`config.mk`:
```
export PLATFORM = sky130hd
export DESIGN_NAME = sprite_upd_sched_flat
export DESIGN_NICKNAME = d
export VERILOG_FILES = /design/src/rtl/cvd_sched_pkg.sv /design/src/rtl/vga_if.sv /design/src/rtl/upd_fifo.sv /design/src/rtl/sprite_upd_sched.sv /design/src/flat_wrapper.sv
export SDC_FILE = /design/constraint.sdc
export NUM_CORES = 1
export LEC_CHECK = 0
export CAP_MARGIN = 20
export CORE_MARGIN = 1.5
export CORE_UTILIZATION = 55
export DETAILED_ROUTE_END_ITERATION = 8
export GPL_TIMING_DRIVEN = 0
export PLACE_DENSITY = 0.91
export REMOVE_ABC_BUFFERS = 1
export SLEW_MARGIN = 10
export SYNTH_ARGS = -nofsm -noshare
export SYNTH_HDL_FRONTEND = slang
export SYNTH_SLANG_ARGS = --single-unit
```
`constraint.sdc`:
```
create_clock -name clk -period 4.4 [get_ports clk]
set_input_delay 0.66 -clock clk [delete_from_list [all_inputs] [get_ports clk]]
set_output_delay 0.66 -clock clk [all_outputs]
set_load 0.03 [all_outputs]
```
`src/rtl/cvd_sched_pkg.sv`:
```
// Shared types for the sprite update scheduler: FIFO word layout and FSM states.
package cvd_sched_pkg;

  localparam int POS_W      = 11;
  localparam int N_OBJ      = 4;
  localparam int ID_W       = $clog2(N_OBJ);
  localparam int FIFO_DEPTH = 8;
  localparam int FCNT_W     = 16;

  typedef struct packed {
    logic [ID_W-1:0]  id;
    logic [POS_W-1:0] x;
    logic [POS_W-1:0] y;
    logic             en;
  } obj_upd_t;

  localparam int UPD_W = $bits(obj_upd_t);

  typedef enum logic [1:0] {
    S_IDLE   = 2'd0,
    S_COMMIT = 2'd1,
    S_DONE   = 2'd2
  } sched_state_t;

endpackage

```
`src/rtl/vga_if.sv`:
```
// VGA timing bundle shared by the draw pipeline; consumers take the vga_in view.
interface vga_if;
  import cvd_sched_pkg::*;

  logic [POS_W-1:0] hcount;
  logic [POS_W-1:0] vcount;
  logic             hsync;
  logic             vsync;
  logic             hblnk;
  logic             vblnk;

  modport vga_in (input hcount, vcount, hsync, vsync, hblnk, vblnk);
endinterface

```
`src/rtl/upd_fifo.sv`:
```
// Synchronous FIFO without output register; extra wrap bit on each pointer
// distinguishes full from empty.
module upd_fifo #(
  parameter int W     = 8,
  parameter int DEPTH = 8
) (
  input  logic                       clk,
  input  logic                       rst_n,
  input  logic                       push,
  input  logic                       pop,
  input  logic [W-1:0]               din,
  output logic [W-1:0]               dout,
  output logic                       full,
  output logic                       empty,
  output logic [$clog2(DEPTH):0]     count
);

  localparam int AW = $clog2(DEPTH);

  logic [W-1:0] mem_q [DEPTH];
  logic [AW:0]  wr_ptr_q, wr_ptr_d;
  logic [AW:0]  rd_ptr_q, rd_ptr_d;

  always_comb begin
    wr_ptr_d = wr_ptr_q;
    rd_ptr_d = rd_ptr_q;
    if (push) wr_ptr_d = wr_ptr_q + (AW+1)'(1);
    if (pop)  rd_ptr_d = rd_ptr_q + (AW+1)'(1);
  end

  // NOTE: sequential state uses non-blocking assignments so every flop samples pre-edge values.
  always_ff @(posedge clk or negedge rst_n) begin
    if (!rst_n) begin
      wr_ptr_q <= '0;
      rd_ptr_q <= '0;
    end else begin
      wr_ptr_q <= wr_ptr_d;
      rd_ptr_q <= rd_ptr_d;
    end
  end

  // NOTE: storage is not reset; the pointers alone define which words are valid.
  always_ff @(posedge clk) begin
    if (push) mem_q[wr_ptr_q[AW-1:0]] <= din;
  end

  assign dout  = mem_q[rd_ptr_q[AW-1:0]];
  assign count = wr_ptr_q - rd_ptr_q;
  assign empty = (wr_ptr_q == rd_ptr_q);
  assign full  = (wr_ptr_q[AW] != rd_ptr_q[AW]) &&
                 (wr_ptr_q[AW-1:0] == rd_ptr_q[AW-1:0]);

endmodule

```
`src/rtl/sprite_upd_sched.sv`:
```
// Queues object position/visibility updates and commits them to shadow
// registers only during vertical blanking, so draw stages see stable positions.
module sprite_upd_sched #(
  parameter int N_OBJ      = cvd_sched_pkg::N_OBJ,
  parameter int FIFO_DEPTH = cvd_sched_pkg::FIFO_DEPTH,
  parameter int POS_W      = cvd_sched_pkg::POS_W,
  parameter int FCNT_W     = cvd_sched_pkg::FCNT_W
) (
  input  logic                      clk,
  input  logic                      rst_n,
  vga_if.vga_in                     vga_in,
  input  logic                      upd_valid,
  output logic                      upd_ready,
  input  logic [$clog2(N_OBJ)-1:0]  upd_id,
  input  logic [POS_W-1:0]          upd_x,
  input  logic [POS_W-1:0]          upd_y,
  input  logic                      upd_en,
  output logic [N_OBJ*POS_W-1:0]    obj_x,
  output logic [N_OBJ*POS_W-1:0]    obj_y,
  output logic [N_OBJ-1:0]          obj_en,
  output logic                      frame_tick,
  output logic [FCNT_W-1:0]         frame_cnt,
  output logic                      late,
  input  logic                      clr_late
);
  import cvd_sched_pkg::*;

  localparam int AW = $clog2(FIFO_DEPTH);
  localparam int IW = $clog2(N_OBJ);

  obj_upd_t     fifo_din, fifo_dout;
  logic         fifo_full, fifo_empty, push, pop;
  logic [AW:0]  fifo_count;

  sched_state_t      state_q, state_d;
  logic [AW:0]       left_q, left_d;
  logic [FCNT_W-1:0] fcnt_q, fcnt_d;
  logic              late_q, late_d;
  logic              vblnk_q, rise;
  logic [POS_W-1:0]  x_q [N_OBJ];
  logic [POS_W-1:0]  x_d [N_OBJ];
  logic [POS_W-1:0]  y_q [N_OBJ];
  logic [POS_W-1:0]  y_d [N_OBJ];
  logic [N_OBJ-1:0]  en_q, en_d;

  // Only vblnk drives the scheduler; the rest of the timing bundle is intentionally ignored.
  logic unused_timing;
  assign unused_timing = ^{vga_in.hcount, vga_in.vcount, vga_in.hsync,
                           vga_in.vsync, vga_in.hblnk};

  assign upd_ready = !fifo_full;
  assign push      = upd_valid && upd_ready;
  assign fifo_din  = '{id: upd_id, x: upd_x, y: upd_y, en: upd_en};
  assign rise      = vga_in.vblnk && !vblnk_q;

  upd_fifo #(.W(UPD_W), .DEPTH(FIFO_DEPTH)) u_fifo (
    .clk   (clk),
    .rst_n (rst_n),
    .push  (push),
    .pop   (pop),
    .din   (fifo_din),
    .dout  (fifo_dout),
    .full  (fifo_full),
    .empty (fifo_empty),
    .count (fifo_count)
  );

  // NOTE: every always_comb output gets a default first, otherwise a latch is inferred.
  always_comb begin
    state_d = state_q;
    left_d  = left_q;
    fcnt_d  = fcnt_q;
    late_d  = clr_late ? 1'b0 : late_q;
    pop     = 1'b0;
    x_d     = x_q;
    y_d     = y_q;
    en_d    = en_q;
    unique case (state_q)
      S_IDLE: begin
        if (rise) begin
          left_d  = fifo_count;
          fcnt_d  = fcnt_q + FCNT_W'(1);
          state_d = S_COMMIT;
        end
      end
      S_COMMIT: begin
        if (left_q == '0) begin
          state_d = S_DONE;
        end else if (!vga_in.vblnk) begin
          late_d  = 1'b1;
          state_d = S_DONE;
        end else begin
          pop    = 1'b1;
          left_d = left_q - (AW+1)'(1);
          // Ids with no matching slot are consumed without writing anything.
          for (int i = 0; i < N_OBJ; i++) begin
            if (fifo_dout.id == IW'(i)) begin
              x_d[i]  = fifo_dout.x;
              y_d[i]  = fifo_dout.y;
              en_d[i] = fifo_dout.en;
            end
          end
        end
      end
      S_DONE:  state_d = S_IDLE;
      default: state_d = S_IDLE;
    endcase
  end

  always_ff @(posedge clk or negedge rst_n) begin
    if (!rst_n) begin
      state_q <= S_IDLE;
      left_q  <= '0;
      fcnt_q  <= '0;
      late_q  <= 1'b0;
      vblnk_q <= 1'b1;
      en_q    <= '0;
      for (int i = 0; i < N_OBJ; i++) begin
        x_q[i] <= '0;
        y_q[i] <= '0;
      end
    end else begin
      state_q <= state_d;
      left_q  <= left_d;
      fcnt_q  <= fcnt_d;
      late_q  <= late_d;
      vblnk_q <= vga_in.vblnk;
      en_q    <= en_d;
      x_q     <= x_d;
      y_q     <= y_d;
    end
  end

  for (genvar g = 0; g < N_OBJ; g++) begin : g_pack
    assign obj_x[g*POS_W +: POS_W] = x_q[g];
    assign obj_y[g*POS_W +: POS_W] = y_q[g];
  end

  assign obj_en     = en_q;
  assign frame_tick = (state_q == S_DONE);
  assign frame_cnt  = fcnt_q;
  assign late       = late_q;

endmodule
```
`src/flat_wrapper.sv`:
```
// flat-port wrapper written by rule: the top's interface ports become plain ports
module sprite_upd_sched_flat import cvd_sched_pkg::*;
#(
  parameter int N_OBJ      = cvd_sched_pkg::N_OBJ,
  parameter int FIFO_DEPTH = cvd_sched_pkg::FIFO_DEPTH,
  parameter int POS_W      = cvd_sched_pkg::POS_W,
  parameter int FCNT_W     = cvd_sched_pkg::FCNT_W
)
  (clk, rst_n, upd_valid, upd_ready, upd_id, upd_x, upd_y, upd_en, obj_x, obj_y, obj_en, frame_tick, frame_cnt, late, clr_late, vga_in_hcount, vga_in_vcount, vga_in_hsync, vga_in_vsync, vga_in_hblnk, vga_in_vblnk);
  vga_if vga_in_i ();
  input  logic clk;
  input  logic rst_n;
  input  logic upd_valid;
  output logic upd_ready;
  input  logic [$clog2(N_OBJ)-1:0] upd_id;
  input  logic [POS_W-1:0] upd_x;
  input  logic [POS_W-1:0] upd_y;
  input  logic upd_en;
  output logic [N_OBJ*POS_W-1:0] obj_x;
  output logic [N_OBJ*POS_W-1:0] obj_y;
  output logic [N_OBJ-1:0] obj_en;
  output logic frame_tick;
  output logic [FCNT_W-1:0] frame_cnt;
  output logic late;
  input  logic clr_late;
  input wire logic [$bits(vga_in_i.hcount)-1:0] vga_in_hcount;
  input wire logic [$bits(vga_in_i.vcount)-1:0] vga_in_vcount;
  input wire logic [$bits(vga_in_i.hsync)-1:0] vga_in_hsync;
  input wire logic [$bits(vga_in_i.vsync)-1:0] vga_in_vsync;
  input wire logic [$bits(vga_in_i.hblnk)-1:0] vga_in_hblnk;
  input wire logic [$bits(vga_in_i.vblnk)-1:0] vga_in_vblnk;
  assign vga_in_i.hcount = vga_in_hcount;
  assign vga_in_i.vcount = vga_in_vcount;
  assign vga_in_i.hsync = vga_in_hsync;
  assign vga_in_i.vsync = vga_in_vsync;
  assign vga_in_i.hblnk = vga_in_hblnk;
  assign vga_in_i.vblnk = vga_in_vblnk;
  sprite_upd_sched #(.N_OBJ(N_OBJ), .FIFO_DEPTH(FIFO_DEPTH), .POS_W(POS_W), .FCNT_W(FCNT_W)) u_core (.clk(clk), .rst_n(rst_n), .vga_in(vga_in_i), .upd_valid(upd_valid), .upd_ready(upd_ready), .upd_id(upd_id), .upd_x(upd_x), .upd_y(upd_y), .upd_en(upd_en), .obj_x(obj_x), .obj_y(obj_y), .obj_en(obj_en), .frame_tick(frame_tick), .frame_cnt(frame_cnt), .late(late), .clr_late(clr_late));
endmodule
```
==> metrics.md <==
| Metric | Value |
|---|---|
| # IOs | `166` |
| Die Area | `23,800 µm²` |
| Yosys top cell by area | `edfxtp_1` |
| DP Worst Slack | `605 ps` |
| Leakage | `5.93 nW` |
| Reg clk slew, reported paths | `60 ps` |
| Max Freq | `0.265 GHz` |
| Initial antenna violation count | `1` |
| Worst-margin pin slew | `903 ps` |
| Largest family of logic cells by synthesized area | `multiplexers` |
| Cell variety after synth | `39` |
| TritonCTS sink count | `324` |
| Final Cycle Share | `85.9%` |
| Final Critical Period | `3780 ps` |
| Cell area power density | `761 nW/µm²` |
| Vias in the first global route | `7,729` |
| Min-Delay Path Class | `in -> async` |
| Relative slew slack | `39.7%` |
| Final Hold Viols | `0` |
| Syn_area_per_cell | `16.3 µm²` |
| DRT Pass-1 Iters | `4` |
| TritonCTS Buffers | `31` |
| First-pass GRT wire length | `43,900 µm` |
| Htree depth | `1` |
| Post-synth EDFFs | `200` |
| Clk root buf | `clkbuf_16` |
| DRT Wirelength | `28,500 µm` |
| Largest cells by area after synthesis | `edfxtp_1 48%, dfrtp_1 24%, mux4_2 8.6%, mux2_2 3.3%, nand2_1 2.5%` |
| Post-synthesis compound-gate area fraction | `2.80%` |
| Setup-failing EPs final | `0` |
| Most common library cells after synthesis | `200 x edfxtp_1, 123 x dfrtp_1, 84 x nand2_1` |
| CP required | `4650 ps` |
| Most used DFF post-synth | `edfxtp_1` |
| Post-CTS Setup Inserts | `0` |
| RePlAce Congestion | `0.740` |
| Initial DRC Count | `492` |
| Internal Pwr Total | `7.73 mW` |
| Simple-Gate Fraction of Synth Area | `7.50%` |
| CTS tree | `done` |
| Mux contribution to synthesized area | `13.4%` |
| Wirelength per Cell | `22.9 µm` |
| Fraction of registers with async set/reset | `38.3%` |
| Worst Skew | `8.58 ps` |
| VDD IR max | `0.000491 V` |
| DP Wirelength | `17,300 µm` |
| Port bufs | `140` |
| Maxcap violations | `0` |
| Switching part of the total | `35.6%` |
| DRC violations left | `0` |
| Post-Syn Area | `12,600 µm²` |
| Cell with the most instances after synthesis | `edfxtp_1` |
| Flop pwr share | `38.2%` |
| Share of the synthesized area in the top cell type | `47.7%` |
| Share of cells above drive strength 1 | `18.3%` |
| Critical path type | `reg -> reg` |
| Crit path capture type | `flop` |
| Nature of the critical path startpoint | `flop` |
| DR vias | `7,341` |
| PnR worst setup slack | `622 ps` |
| Worst Hold Slack | `61.2 ps` |
| CTS Hold Bufs | `0` |
| Bufs on Longest Clock Path | `3` |
| Net Sw Power | `4.27 mW` |
| Nets@finish | `998` |
| Routed vias/inst | `5.89` |
| Initial Util | `55.8%` |
| Die Ht | `154 µm` |
| Synthesized instance count | `774` |
| Core ar. | `22,600 µm²` |
| Num rows | `55` |
| Area delta synth->final | `25.0%` |
| Register bit total from synthesis | `324` |
| GRT Util Overall | `24.5%` |
| Outcome | `completed` |
| Sequential area share after synthesis | `72.3%` |
| Total grt overflow | `0` |
| Later-pin clock latency in the skew report | `560 ps` |
| Post-Synth XOR/XNOR Area | `1.60%` |
| Pin count of the biggest net entering global routing | `65` |
| Critical path data arrival time | `4030 ps` |
| Pins Over Slew Limit | `0` |
| Syn. warnings | `0` |
| Antenna Nets Post-Route | `0` |
| Chip width | `154 µm` |
| RSZ-0062 raised after global routing | `false` |
| PostCTS Resize Cnt | `0` |
| Fin Setup TNS | `0 ps` |
| Crit path max fanout | `27` |
| Logic pwr share | `38.4%` |
| Clock power share | `23.4%` |
| Adder-cell share of the synthesized area | `0.854%` |
sequential cells by signal (all words and copies together), names as in the netlist:
name,count
u_core.u_fifo.rd_ptr_q,4
u_core.vblnk_q,1
u_core.obj_x,44
u_core.obj_y,44
u_core.late,1
u_core.left_q,4
u_core.state_q,2
u_core.obj_en,4
u_core.u_fifo.mem_q,200
u_core.frame_cnt,16
u_core.u_fifo.wr_ptr_q,4
area by class of cell:
class / instances / area, µm²
antenna: 1 / 2.50
clock buffer: 37 / 851
clock inverter: 21 / 240
fill: 1364 / 6820
inverter: 11 / 41.3
multi-input combinational: 407 / 3370
sequential: 324 / 9110
tap: 285 / 357
timing repair buffer: 160 / 1780
logic make-up (layout without fill, tap and decap cells):
group           Yosys count  after routing
other cells               0              1
flops                   324            324
fa+ha+maj                 8              8
simple gates            211            211
mux                     103            103
buf+inv                  43            229
compound gates           62             62
xor+xnor                 23             23
worst max-delay path, stage by stage (launching register included):
cell,delay (ps)
dfrtp_1,580
buf_16,270
inv_2,480
ha_1,380
nand4_1,130
and2_1,290
nand2_1,280
nor3_2,690
buf_4,350
worst paths after layout:
| path | start | end | slack (ps) | cells past startpoint |
|---|---|---|---|---|
| setup / recovery | u_core.u_fifo.rd_ptr_q[2]$_DFFE_PN0P_ | u_core.u_fifo.mem_q[0][16]$_DFFE_PP_ | 620 | 8 |
| hold / removal | rst_n | u_core.state_q[1]$_DFFE_PN0P_ | 60 | 1 |
| setup reg to reg | u_core.u_fifo.rd_ptr_q[2]$_DFFE_PN0P_ | u_core.u_fifo.mem_q[0][16]$_DFFE_PP_ | 620 | 8 |
| hold reg to reg | u_core.frame_cnt[15]$_DFFE_PN0P_ | u_core.frame_cnt[15]$_DFFE_PN0P_ | 470 | 1 |
| max in group asynchronous | rst_n | u_core.obj_x[41]$_DFFE_PN0P_ | 3610 | 2 |
| min in group clk | u_core.frame_cnt[15]$_DFFE_PN0P_ | u_core.frame_cnt[15]$_DFFE_PN0P_ | 470 | 1 |
per-layer routing:
layer | track usage (%) | vias up | part of all wire [%]
met5 | 0 | - | 0
met4 | 10.9 | 0 | 3.7
met3 | 4.17 | 72 | 6.2
met2 | 43.2 | 334 | 52
met1 | 29.9 | 3748 | 38
li1 | - | 3187 | -
cells in the final DEF (no fill, tap or decap), types with 25 or more instances in the layout:
cell / Yosys / layout
clkdlybuf4s50_1: 0 / 139
mux2_2: 37 / 37
nor2_1: 66 / 61
clkbuf_16: 0 / 33
nand2_1: 84 / 84
dfrtp_1: 123 / 121
edfxtp_1: 200 / 200
mux4_2: 48 / 48
and2_1: 25 / 25
a21oi_1: 49 / 49
power groups by stage:
stage	Clock, mW	Sequential (mW)	Combinational (mW)
floorplan	0	5.48	1.83
global placement	0	4.74	4.09
detailed placement	0	4.62	4.55
CTS	2.85	4.59	4.63
global route	2.96	4.66	4.89
finish	2.81	4.58	4.60
metrics by stage:
| step | power, mW | cell area, µm² | std cells | utilization, % |
|---|---|---|---|---|
| floorplan | 7.31 | 12500 | 742 | - |
| global placement | 8.83 | 14200 | 1167 | 62.9 |
| detailed placement | 9.17 | 14700 | 1187 | 65.0 |
| CTS | 12.1 | 15800 | 1245 | 69.8 |
| global route | 12.5 | 15800 | 1246 | 69.8 |
| finish | 12.0 | 15800 | 1246 | 69.8 |
(Power assumes the default switching activity.)
